**src/rtl/instr_fetch_unit.sv**
```systemverilog
// instr_fetch_unit: prefetching fetch stage; issues sequential word fetches and buffers {data, pc} in a FIFO.
// Redirects flush the buffer and discard responses still in flight.
module instr_fetch_unit #(
    parameter int          FIFO_DEPTH = 4,
    parameter logic [31:0] RESET_PC   = 32'h0000_0000
) (
    input  logic        clk,
    input  logic        reset,
    output logic        mem_req_valid,
    input  logic        mem_req_ready,
    output logic [31:0] mem_req_addr,
    input  logic        mem_resp_valid,
    input  logic [31:0] mem_resp_data,
    output logic        instr_valid,
    input  logic        instr_ready,
    output logic [31:0] instr_data,
    output logic [31:0] instr_pc,
    input  logic        redirect_valid,
    input  logic [31:0] redirect_pc
);
    localparam int PW = $clog2(FIFO_DEPTH);
    localparam int CW = PW + 1;

    logic [31:0]   fetch_pc_q, fetch_pc_d, resp_pc_q, resp_pc_d;
    logic [PW-1:0] rd_ptr_q, rd_ptr_d, wr_ptr_q, wr_ptr_d;
    logic [CW-1:0] count_q, count_d, outstanding_q, outstanding_d, drop_cnt_q, drop_cnt_d;
    logic [31:0]   data_q [FIFO_DEPTH];
    logic [31:0]   pc_q   [FIFO_DEPTH];
    logic [CW:0]   credit;
    logic [31:0]   redirect_tgt;
    logic          req_fire, resp_fire, dropping, push, pop;

    always_comb begin
        redirect_tgt  = redirect_pc & 32'hFFFF_FFFC;
        // buffered plus in-flight words never exceed the FIFO, so every response has a slot
        credit        = {1'b0, count_q} + {1'b0, outstanding_q};
        mem_req_valid = reset & ~redirect_valid & (credit < (CW+1)'(FIFO_DEPTH));
        mem_req_addr  = fetch_pc_q;
        instr_valid   = reset & (count_q != '0);
        instr_data    = data_q[rd_ptr_q];
        instr_pc      = pc_q[rd_ptr_q];
        req_fire      = mem_req_valid & mem_req_ready;
        resp_fire     = mem_resp_valid & (outstanding_q != '0);
        dropping      = drop_cnt_q != '0;
        push          = resp_fire & ~dropping & ~redirect_valid;
        pop           = instr_valid & instr_ready & ~redirect_valid;
        fetch_pc_d    = redirect_valid ? redirect_tgt : fetch_pc_q + (req_fire ? 32'd4 : 32'd0);
        resp_pc_d     = redirect_valid ? redirect_tgt : resp_pc_q + (push ? 32'd4 : 32'd0);
        outstanding_d = outstanding_q + CW'(req_fire) - CW'(resp_fire);
        drop_cnt_d    = redirect_valid ? outstanding_q - CW'(resp_fire)
                                       : drop_cnt_q - CW'(resp_fire & dropping);
        count_d       = redirect_valid ? '0 : count_q + CW'(push) - CW'(pop);
        wr_ptr_d      = wr_ptr_q + PW'(push);
        rd_ptr_d      = redirect_valid ? wr_ptr_q : rd_ptr_q + PW'(pop);
    end

    always_ff @(posedge clk) begin
        if (!reset) begin
            fetch_pc_q    <= RESET_PC;
            resp_pc_q     <= RESET_PC;
            rd_ptr_q      <= '0;
            wr_ptr_q      <= '0;
            count_q       <= '0;
            outstanding_q <= '0;
            drop_cnt_q    <= '0;
        end else begin
            fetch_pc_q    <= fetch_pc_d;
            resp_pc_q     <= resp_pc_d;
            rd_ptr_q      <= rd_ptr_d;
            wr_ptr_q      <= wr_ptr_d;
            count_q       <= count_d;
            outstanding_q <= outstanding_d;
            drop_cnt_q    <= drop_cnt_d;
        end
    end

    always_ff @(posedge clk) begin
        if (reset && push) begin
            data_q[wr_ptr_q] <= mem_resp_data;
            pc_q[wr_ptr_q]   <= resp_pc_q;
        end
    end
endmodule
```
**config.mk**
```make
export PLATFORM = sky130hd
export DESIGN_NAME = instr_fetch_unit
export DESIGN_NICKNAME = d
export VERILOG_FILES = /design/src/rtl/instr_fetch_unit.sv
export SDC_FILE = /design/constraint.sdc
export NUM_CORES = 1
export LEC_CHECK = 0
export ABC_AREA = 1
export CAP_MARGIN = 20
export CORE_MARGIN = 2
export CORE_UTILIZATION = 52
export CTS_CLUSTER_SIZE = 30
export DETAILED_ROUTE_END_ITERATION = 6
export MAX_ROUTING_LAYER = met4
export PLACE_DENSITY = 0.75
export SLEW_MARGIN = 20
export SYNTH_ARGS = -nofsm -noshare
export SYNTH_HDL_FRONTEND = slang
export SYNTH_SLANG_ARGS = --single-unit
```
**constraint.sdc**
```tcl
create_clock -name clk -period 11.1 [get_ports clk]
set_input_delay 2.22 -clock clk [delete_from_list [all_inputs] [get_ports clk]]
set_output_delay 2.22 -clock clk [all_outputs]
set_load 0.03 [all_outputs]
```
==> impl_results.md, run 1 <==
* Routed vias/inst at 5.360
* Sequential share of the synthesized area at 66.08%
* Inserted Clock Buffers at 31
* Skew-Pair Late Insertion Delay at 0.56 ns
* Ys async rst share at 0%
* Fin nets at between 1500 and 2000
* Post-Synth Simple-Gate Area at between 10% and 20%
* Max-cap viol count at 0
* Area after DPL at 15360 sq um
* CTS root buf: clkbuf_16
* Iter 0 DRT Violations at 685
* DR top layer: met4
* DRT met1 WL at 12910 microns
* Top_reg_cell synth: edfxtp_1
* PD cells at between 150 and 200 nW/um^2
* Mapped Cells at around 1300
* Yosys reg bits at 321
* Peak Freq at 155.0 MHz
* Post_cts resized at 0
* Number of diodes at 0
* CTS tree: done
* Fin crit period at 6.450 ns
* Final hold slack at between 0.5 and 0.6 ns
* Hold-fix buffers at CTS at 0
* Die height at 165.0 microns
* Final GP Congestion at just over 0.9
* EDFF count, synth at 248
* Max-slew violations at 0
* Total leakage power at around 5.9 nW
* Comb pwr share at 14.0%
* Post-Syn Area at 13480 sq um
* Required time of the critical path at 8.88 ns
* Sink Count at approximately 320
* Complex-gate fraction of the synthesized area at 9.494%
* Mux cell area share after synthesis at 0%
* Setup CP Type: in2out
* Fillers at 1956
* Startpoint Class: primary input
* Setup violators final at 0
* Rel. slew slack at between 30% and 40%
* Main combinational cell family by area after synthesis: simple AND/OR/NAND/NOR gates
* Clk buf depth at 3
* Row Count at 58
* Drt wl/cell at 16.49 microns
* RSZ-0062 raised after global routing: no
* First-pass GRT wire length at 46660 microns
* Metal3 WL at 1925 microns
* Sw frac at ~25%
* Crit path capture type: primary output
* GRT Overall Usage at between 20% and 30%
* Distinct cells, synth at 33
* P&R area growth vs syn at 21.37%
* Vias in the first global route at roughly 9400
* Worst-Margin Slew at 0.9516 ns
* Fin. Hold Viols at 0
* Peak fanout along the critical path at 19
* Post-synthesis average cell area at 10.44 sq um
* Htree depth at 1
* Setup Fix Bufs, Post-CTS at 0
* Post-DP HPWL at 18210 microns
* Finished Cell Area at 16360 sq um
* XOR/XNOR share of the synthesized area at roughly 1.1%
* Worst VDD drop at 0.1613 mV
* Final period util at 58.11%
* First-pass DRT Iterations at 5
* DRC viols at 0
* Setup TNS Final at 0 ns
* Vias at about 9600
* Initial antenna violation count at 0
* P_sw at 0.0007169 W
* Layout cells sized above 1 at 5.798%
* Status: completed
* Yosys Warn Count at 0
* IO Count at 168
* Die width at 165.0 microns
* Clk pwr share at 36.7%
* Arr. time, crit path at 4.23 ns
* Adder-Cell Fraction of Synth Area at 1.782%
* Final worst clock skew at 0.02350 ns
* Total Routed Length at 29620 microns
* I/O Buffers at ~160
* Die ar. at approximately 27000 sq um
* HP Class: reg2reg
* Post-route ant nets at 0
* GRT overflow at 0
* Placeable Area at 25330 sq um
* Initial core utilization at between 50 and 60%
* Clock-pin slew on the worst setup and hold paths at 0.06 ns
* Met2 WL post-DR at 14170 microns
* Sequential share of power at between 40% and 50%
* Int Pwr at ~0.0021 W
* Largest net degree at the start of global routing at 75
==> cell families (layout without fill, tap and decap cells) <==
group | after synthesis | in the layout
and+or+nand+nor | 555 | 555
buffers and inverters | 146 | 318
adders and majority gates | 18 | 18
other | 1 | 4
DFF | 321 | 321
xor gates and xnor gates | 17 | 17
AOI/OAI and AO/OA | 233 | 233
==> layout by cell type (no fill, tap or decap), types with 9 or more instances in the layout <==
| master | instances |
|---|---|
| clkbuf_16 | 31 |
| clkdlybuf4s50_1 | 161 |
| clkinv_1 | 9 |
| dfxtp_1 | 71 |
| edfxtp_1 | 248 |
| ha_1 | 16 |
| inv_1 | 89 |
| nand2_1 | 244 |
| nand3_1 | 54 |
| nor2_1 | 212 |
| nor2_4 | 10 |
| o21ai_0 | 142 |
| o22ai_1 | 74 |
| xor2_1 | 9 |
==> through the flow <==
stage | total power [W] | setup WS [ns] | utilization (%) | std cells
global placement | 0.001800 | 4.639 | 60.65 | 1739
floorplan | 0.001644 | 3.551 | - | 1294
global route | 0.002927 | 4.535 | 64.61 | 1796
detailed placement | 0.001811 | 4.626 | 60.65 | 1739
CTS | 0.002836 | 4.632 | 64.61 | 1796
finish | 0.002818 | 4.650 | 64.61 | 1796
==> final cells by class <==
class                      count  area [sq um]  area share [%]
sequential                   321          8914           54.47
multi-input combinational    827          4015           24.54
timing repair buffer         169          1672           10.22
clock buffer                  36         794.5           4.855
tap                          330         412.9           2.523
inverter                      92         346.6           2.118
clock inverter                21         209.0           1.277
==> power by group through the flow <==
stage	registers (W)	logic [W]	clock network [W]
global placement	0.00141	0.000389	0
finish	0.00139	0.000396	0.00103
CTS	0.00139	0.000400	0.00105
global route	0.00140	0.000432	0.00110
detailed placement	0.00141	0.000398	0
floorplan	0.00141	0.000233	0
==> critical path, cell delays in order <==
cell             delay, ns
clkdlybuf4s50_1       0.66
nand2_2               0.32
nor3_1                0.31
clkdlybuf4s50_1       0.71
==> registers in the layout, summed over array words and instances, names as in the netlist <==
register / count
data_q: 128
pc_q: 120
mem_req_addr: 30
resp_pc_q: 30
count_q: 3
drop_cnt_q: 3
outstanding_q: 3
rd_ptr_q: 2
wr_ptr_q: 2
==> worst paths after layout <==
path	start	endpoint	slack, ns	cells past startpoint
worst min-delay path	outstanding_q[1]$_SDFF_PN0_	outstanding_q[2]$_SDFF_PN0_	0.53	1
worst min register to register	outstanding_q[1]$_SDFF_PN0_	outstanding_q[2]$_SDFF_PN0_	0.53	1
worst max register to register	outstanding_q[1]$_SDFF_PN0_	data_q[0][27]$_DFFE_PP_	8.49	5
worst max-delay path	reset	mem_req_valid	4.65	4
==> cell usage after synthesis (all sizes together) (9+ instances only) <==
cell type | instances | area share, %
nand2 | 250 | 7.1
o21ai | 144 | 5.3
o22ai | 74 | 3.4
dfxtp | 73 | 11
nor3 | 9 | 0.33
clkbuf | 33 | 0.92
buf | 21 | 0.89
nand3 | 54 | 2.0
inv | 91 | 2.5
nor2 | 229 | 7.1
edfxtp | 248 | 55
xor2 | 9 | 0.58
ha | 16 | 1.5
==> per-layer routing <==
metal,track usage [%],up-vias
li1,-,4746
met1,29.35,4532
met2,36.88,301
met3,3.164,48
met4,5.850,0
met5,-,-
Note: power is estimated with default switching activity, not from simulation.
==> run 2, diff against run 1 <==
==> constraint.sdc (replaced) <==
create_clock -name clk -period 6.6 [get_ports clk]
set_input_delay 1.32 -clock clk [delete_from_list [all_inputs] [get_ports clk]]
set_output_delay 1.32 -clock clk [all_outputs]
set_load 0.03 [all_outputs]
==> run 2 against run 1 <==
  * Final cell count fell by 0.11%
  * Cell area barely moved
  * Flip-flop and latch count did not move
==> impl_results.md, run 2 (synthesized netlist as in run 1, its figures left out) <==
* Status: completed
* Biggest regs: data_q: 128 flops, pc_q: 120 flops
* RSZ-0062 raised after global routing: no
* CTS tree: done
* I/O Buffers at between 150 and 200
* Hold-fix buffers at CTS at 0
* Fin nets at 1531
* Total Power at 0.004730 W
* Vias at 9756
* Startpoint Class: primary input
* Peak fanout along the critical path at 19
* GRT Overall Usage at 22.18%
* Final hold slack at roughly 0.53 ns
* Slack of the worst reg-to-reg path at 3.95 ns
* Setup violators final at 0
* Commonest non-fill, non-tap cells in the layout: edfxtp_1, nand2_1, nor2_1
* First-pass GRT wire length at around 46000 microns
* Placeable Area at 25330 sq um
* Skew-Pair Late Insertion Delay at 0.56 ns
* Layout cells sized above 1 at 5.738%
* Final period util at 71.16%
* Clock-pin slew on the worst setup and hold paths at 0.06 ns
* Vias in the first global route at 9258
* HP Class: reg2reg
* IO Count at 168
* Max-slew violations at 0
* Routed vias/inst at 5.438
* Initial antenna violation count at 0
* Sink Count at between 300 and 400
* Htree depth at 1
* Worst-Margin Slew at between 0.9 and 1 ns
* Final GP Congestion at between 0.9 and 1
* Initial core utilization at 53.23%
* Largest Register: data_q
* GRT overflow at 0
* Most common cell after layout, fill and taps aside: edfxtp_1
* Crit path capture type: primary output
* Row Count at 58
* Post_cts resized at 0
* Max-cap viol count at 0
* DRC viols at 0
* Die height at 165.0 microns
* Total leakage power at 5.909 nW
* Iter 0 DRT Violations at 686
* Setup Fix Bufs, Post-CTS at 0
* Final worst clock skew at between 0.01 and 0.015 ns
* Required time of the critical path at 5.28 ns
* Largest net degree at the start of global routing at 90
* Die width at around 170 microns
* Die ar. at 27230 sq um
* Peak Freq at 212.9 MHz
* Clk buf depth at 3
* Inserted Clock Buffers at 31
* Fin crit period at 4.697 ns
* Post-DP HPWL at roughly 18000 microns
* Rel. slew slack at 34.59%
* PD cells at 289.1 nW/um^2
* Drt wl/cell at 16.58 microns
* Post-route ant nets at 0
* Arr. time, crit path at around 3.4 ns
* P&R area growth vs syn at 21.35%
* Fin. Hold Viols at 0
* Post-layout util at 64.59%
* Number of diodes at 0
* Setup CP Type: in2out
* Max reg flops at 128
* Worst VDD drop at 0.2038 mV
* First-pass DRT Iterations at 5
* CTS root buf: clkbuf_16
* Total Routed Length at approximately 30000 microns
[run 2: critical path: stages]
cell	delay, ns
clkdlybuf4s50_1	0.68
nand2_2	0.33
nor3_1	0.32
clkdlybuf4s50_1	0.72
[run 2: metrics by stage]
step / worst slack (ns) / TNS, ns / cells / instance area [sq um]
finish: 1.903 / 0 / 1794 / 16360
global route: 1.781 / 0 / 1794 / 16360
CTS: 1.386 / 0 / 1794 / 16360
detailed placement: 1.897 / 0 / 1740 / 15370
global placement: 1.921 / 0 / 1740 / 15370
floorplan: -0.04863 / -12.04 / 1294 / 13490
[run 2: worst paths after layout]
path / from / end / cells after the start
worst max register to register: outstanding_q[1]$_SDFF_PN0_ / pc_q[3][30]$_DFFE_PP_ / 5
worst max-delay path: reset / mem_req_valid / 4
worst min-delay path: outstanding_q[1]$_SDFF_PN0_ / outstanding_q[2]$_SDFF_PN0_ / 1
worst min register to register: outstanding_q[1]$_SDFF_PN0_ / outstanding_q[2]$_SDFF_PN0_ / 1
[run 2: area by class of cell]
cell class,count,area [sq um]
timing repair buffer,170,1679
multi-input combinational,827,4015
clock inverter,19,200.2
tap,330,412.9
sequential,321,8914
clock buffer,35,790.8
inverter,92,347.8
fill,1982,8967
[run 2: power breakdown]
part	switching [W]	internal (W)	leakage [nW]
sequential	0.0000749	0.00226	2.86
clock	0.000716	0.00101	0.478
combinational	0.000410	0.000259	2.57
[run 2: per-layer routing]
layer	track usage (%)	part of all wire (%)	vias up
li1	-	-	4737
met1	28.26	43	4631
met2	36.78	48	333
met3	3.440	6.6	55
met4	6.877	2.4	0
met5	-	0	-
==> run 3, diff against run 2 <==
==> constraint.sdc (replaced) <==
create_clock -name clk -period 4.74 [get_ports clk]
set_input_delay 0.948 -clock clk [delete_from_list [all_inputs] [get_ports clk]]
set_output_delay 0.948 -clock clk [all_outputs]
set_load 0.03 [all_outputs]
==> run 3 against run 2 <==
  * Sequential share of layout area shrank 0.32 points
  * Critical endpoint is now instr_valid
  * Register-to-register slack lost 1.8 ns
  * Routed wire length shrank 0.61%
  * Critical path type unchanged
==> impl_results.md, run 3 (synthesized netlist as in run 1, its figures left out) <==
* Vias in the first global route at 9210
* Multi-input logic area at about 4000 sq um
* Iter 0 DRT Violations at 735
* First-pass DRT Iterations at 6
* Commonest non-fill, non-tap cells in the layout: edfxtp_1, nand2_1, nor2_1
* Sw frac at 25.38%
* Peak fanout along the critical path at 8
* P&R area growth vs syn at 22.07%
* Setup CP Type: in2out
* GRT overflow at 0
* Sink Count at 321
* Total Routed Length at slightly below 30000 microns
* Row Count at 58
* Crit path capture type: primary output
* Clock-pin slew on the worst setup and hold paths at around 0.060 ns
* Skew-Pair Late Insertion Delay at around 0.5 ns
* Register area at 8914 sq um
* M2 GR Usage at between 30% and 40%
* Number of diodes at 0
* Sequential share of power at about half
* CTS root buf: clkbuf_16
* Peak Freq at around 270 MHz
* Fin nets at 1538
* Total leakage power at a little under 6 nW
* Final setup margin at 1.088 ns
* IO Count at 168
* Final GP Congestion at 0.9278
* CP peak stage delay at 0.68 ns
* Worst-Margin Slew at between 0.7 and 0.8 ns
* Met1 Use GR at 29.59%
* Largest Register: data_q
* Total Power at 0.006548 W
* Drt wl/cell at 16.40 microns
* PD cells at 397.9 nW/um^2
* Int Pwr at 0.004886 W
* Max reg flops at 128
* Placeable Area at 25330 sq um
* CTS tree: done
* Worst VDD drop at 0.2953 mV
* Layout cells sized above 1 at between 6 and 7%
* CP dominant cell by count: clkdlybuf4s50_1
* Clk buf depth at 3
* Largest net degree at the start of global routing at 65
* Rel. slew slack at 52.57%
* Initial core utilization at 53.23%
* Biggest regs: data_q: 128 flops, pc_q: 120 flops
* Post-DP HPWL at 18400 microns
* CP Cell Sequence: clkdlybuf4s50_1 -> inv_1 -> nor2_1 -> clkdlybuf4s50_1
* Post-route ant nets at 0
* Max-slew violations at 0
* Vias at 9658
* Most common cell after layout, fill and taps aside: edfxtp_1
* DRC viols at 0
* I/O Buffers at 161
* Final worst clock skew at around 0.021 ns
* Place WS at 1.106 ns
* Fin. Hold Viols at 0
* Clk pwr share at 36.0%
* Post_cts resized at 0
* Setup Fix Bufs, Post-CTS at 0
* First-pass GRT wire length at 46460 microns
* Die height at 165.0 microns
* Fin crit period at 3.652 ns
* RSZ-0062 raised after global routing: no
* Hold-fix buffers at CTS at 0
* Setup violators final at 0
* Die ar. at about 27000 sq um
* Htree depth at 2
* Global route hottest layer: met2
* GRT Overall Usage at 22.53%
* Final period util at 77.05%
* GR Util met3 at approximately 3.5%
* P_sw at 0.001662 W
* Fillers at 1923
* Inserted Clock Buffers at 34
* HP Class: reg2reg
* Max-cap viol count at 0
* Comb pwr share at 14.5%
* Status: completed
* Startpoint Class: primary input
* Initial antenna violation count at 0
* Required time of the critical path at 3.79 ns
* Final hold slack at 0.5309 ns
* Die width at approximately 170 microns
* Arr. time, crit path at 2.70 ns
* Worst path slowest cell: clkdlybuf4s50_1
* Routed vias/inst at 5.360
run 3: layout make-up:
class | instances | area share, %
inverter | 92 | 2.106
clock inverter | 10 | 0.3041
sequential | 321 | 54.16
timing repair buffer | 174 | 10.84
clock buffer | 48 | 5.679
multi-input combinational | 827 | 24.40
tap | 330 | 2.509
run 3: path summary, 6_finish.rpt:
path                            depth (start not counted)                          end                        start  slack [ns]
worst max-delay path                                    4                  instr_valid                        reset        1.09
worst min register to register                          1  outstanding_q[2]$_SDFF_PN0_  outstanding_q[1]$_SDFF_PN0_        0.53
worst max register to register                         15     resp_pc_q[22]$_SDFF_PN0_  outstanding_q[2]$_SDFF_PN0_        2.17
worst min-delay path                                    1  outstanding_q[2]$_SDFF_PN0_  outstanding_q[1]$_SDFF_PN0_        0.53
run 3: per-stage QoR:
stage          TNS, ns  instance area (sq um)  instances  util (%)
6_report             0                  16460       1802     64.98
5_1_grt              0                  16460       1802     64.98
4_1_cts              0                  16460       1802     64.98
3_5_place_dp         0                  15470       1744     61.09
3_3_place_gp         0                  15470       1744     61.09
2_1_floorplan  -381.06                  13490       1294         -
run 3: power by group through the flow:
| stage | Sequential (W) | Combinational [W] | Clock (W) |
|---|---|---|---|
| final | 0.00324 | 0.000952 | 0.00236 |
| after global routing | 0.00325 | 0.00104 | 0.00251 |
| after CTS | 0.00324 | 0.000960 | 0.00240 |
| after detailed placement | 0.00330 | 0.000954 | 0 |
| after global placement | 0.00329 | 0.000937 | 0 |
| after floorplan | 0.00330 | 0.000546 | 0 |
run 3: routing by layer:
layer	vias up	share of wire, %
met2	287	48
met5	-	0
met4	0	1.9
li1	4757	-
met3	48	6.4
met1	4566	44
run 3: critical path, delay by kind of cell:
family / cells / cell delay, ns
buffers and inverters: 3 / 1.60
AND/OR/NAND/NOR: 1 / 0.16
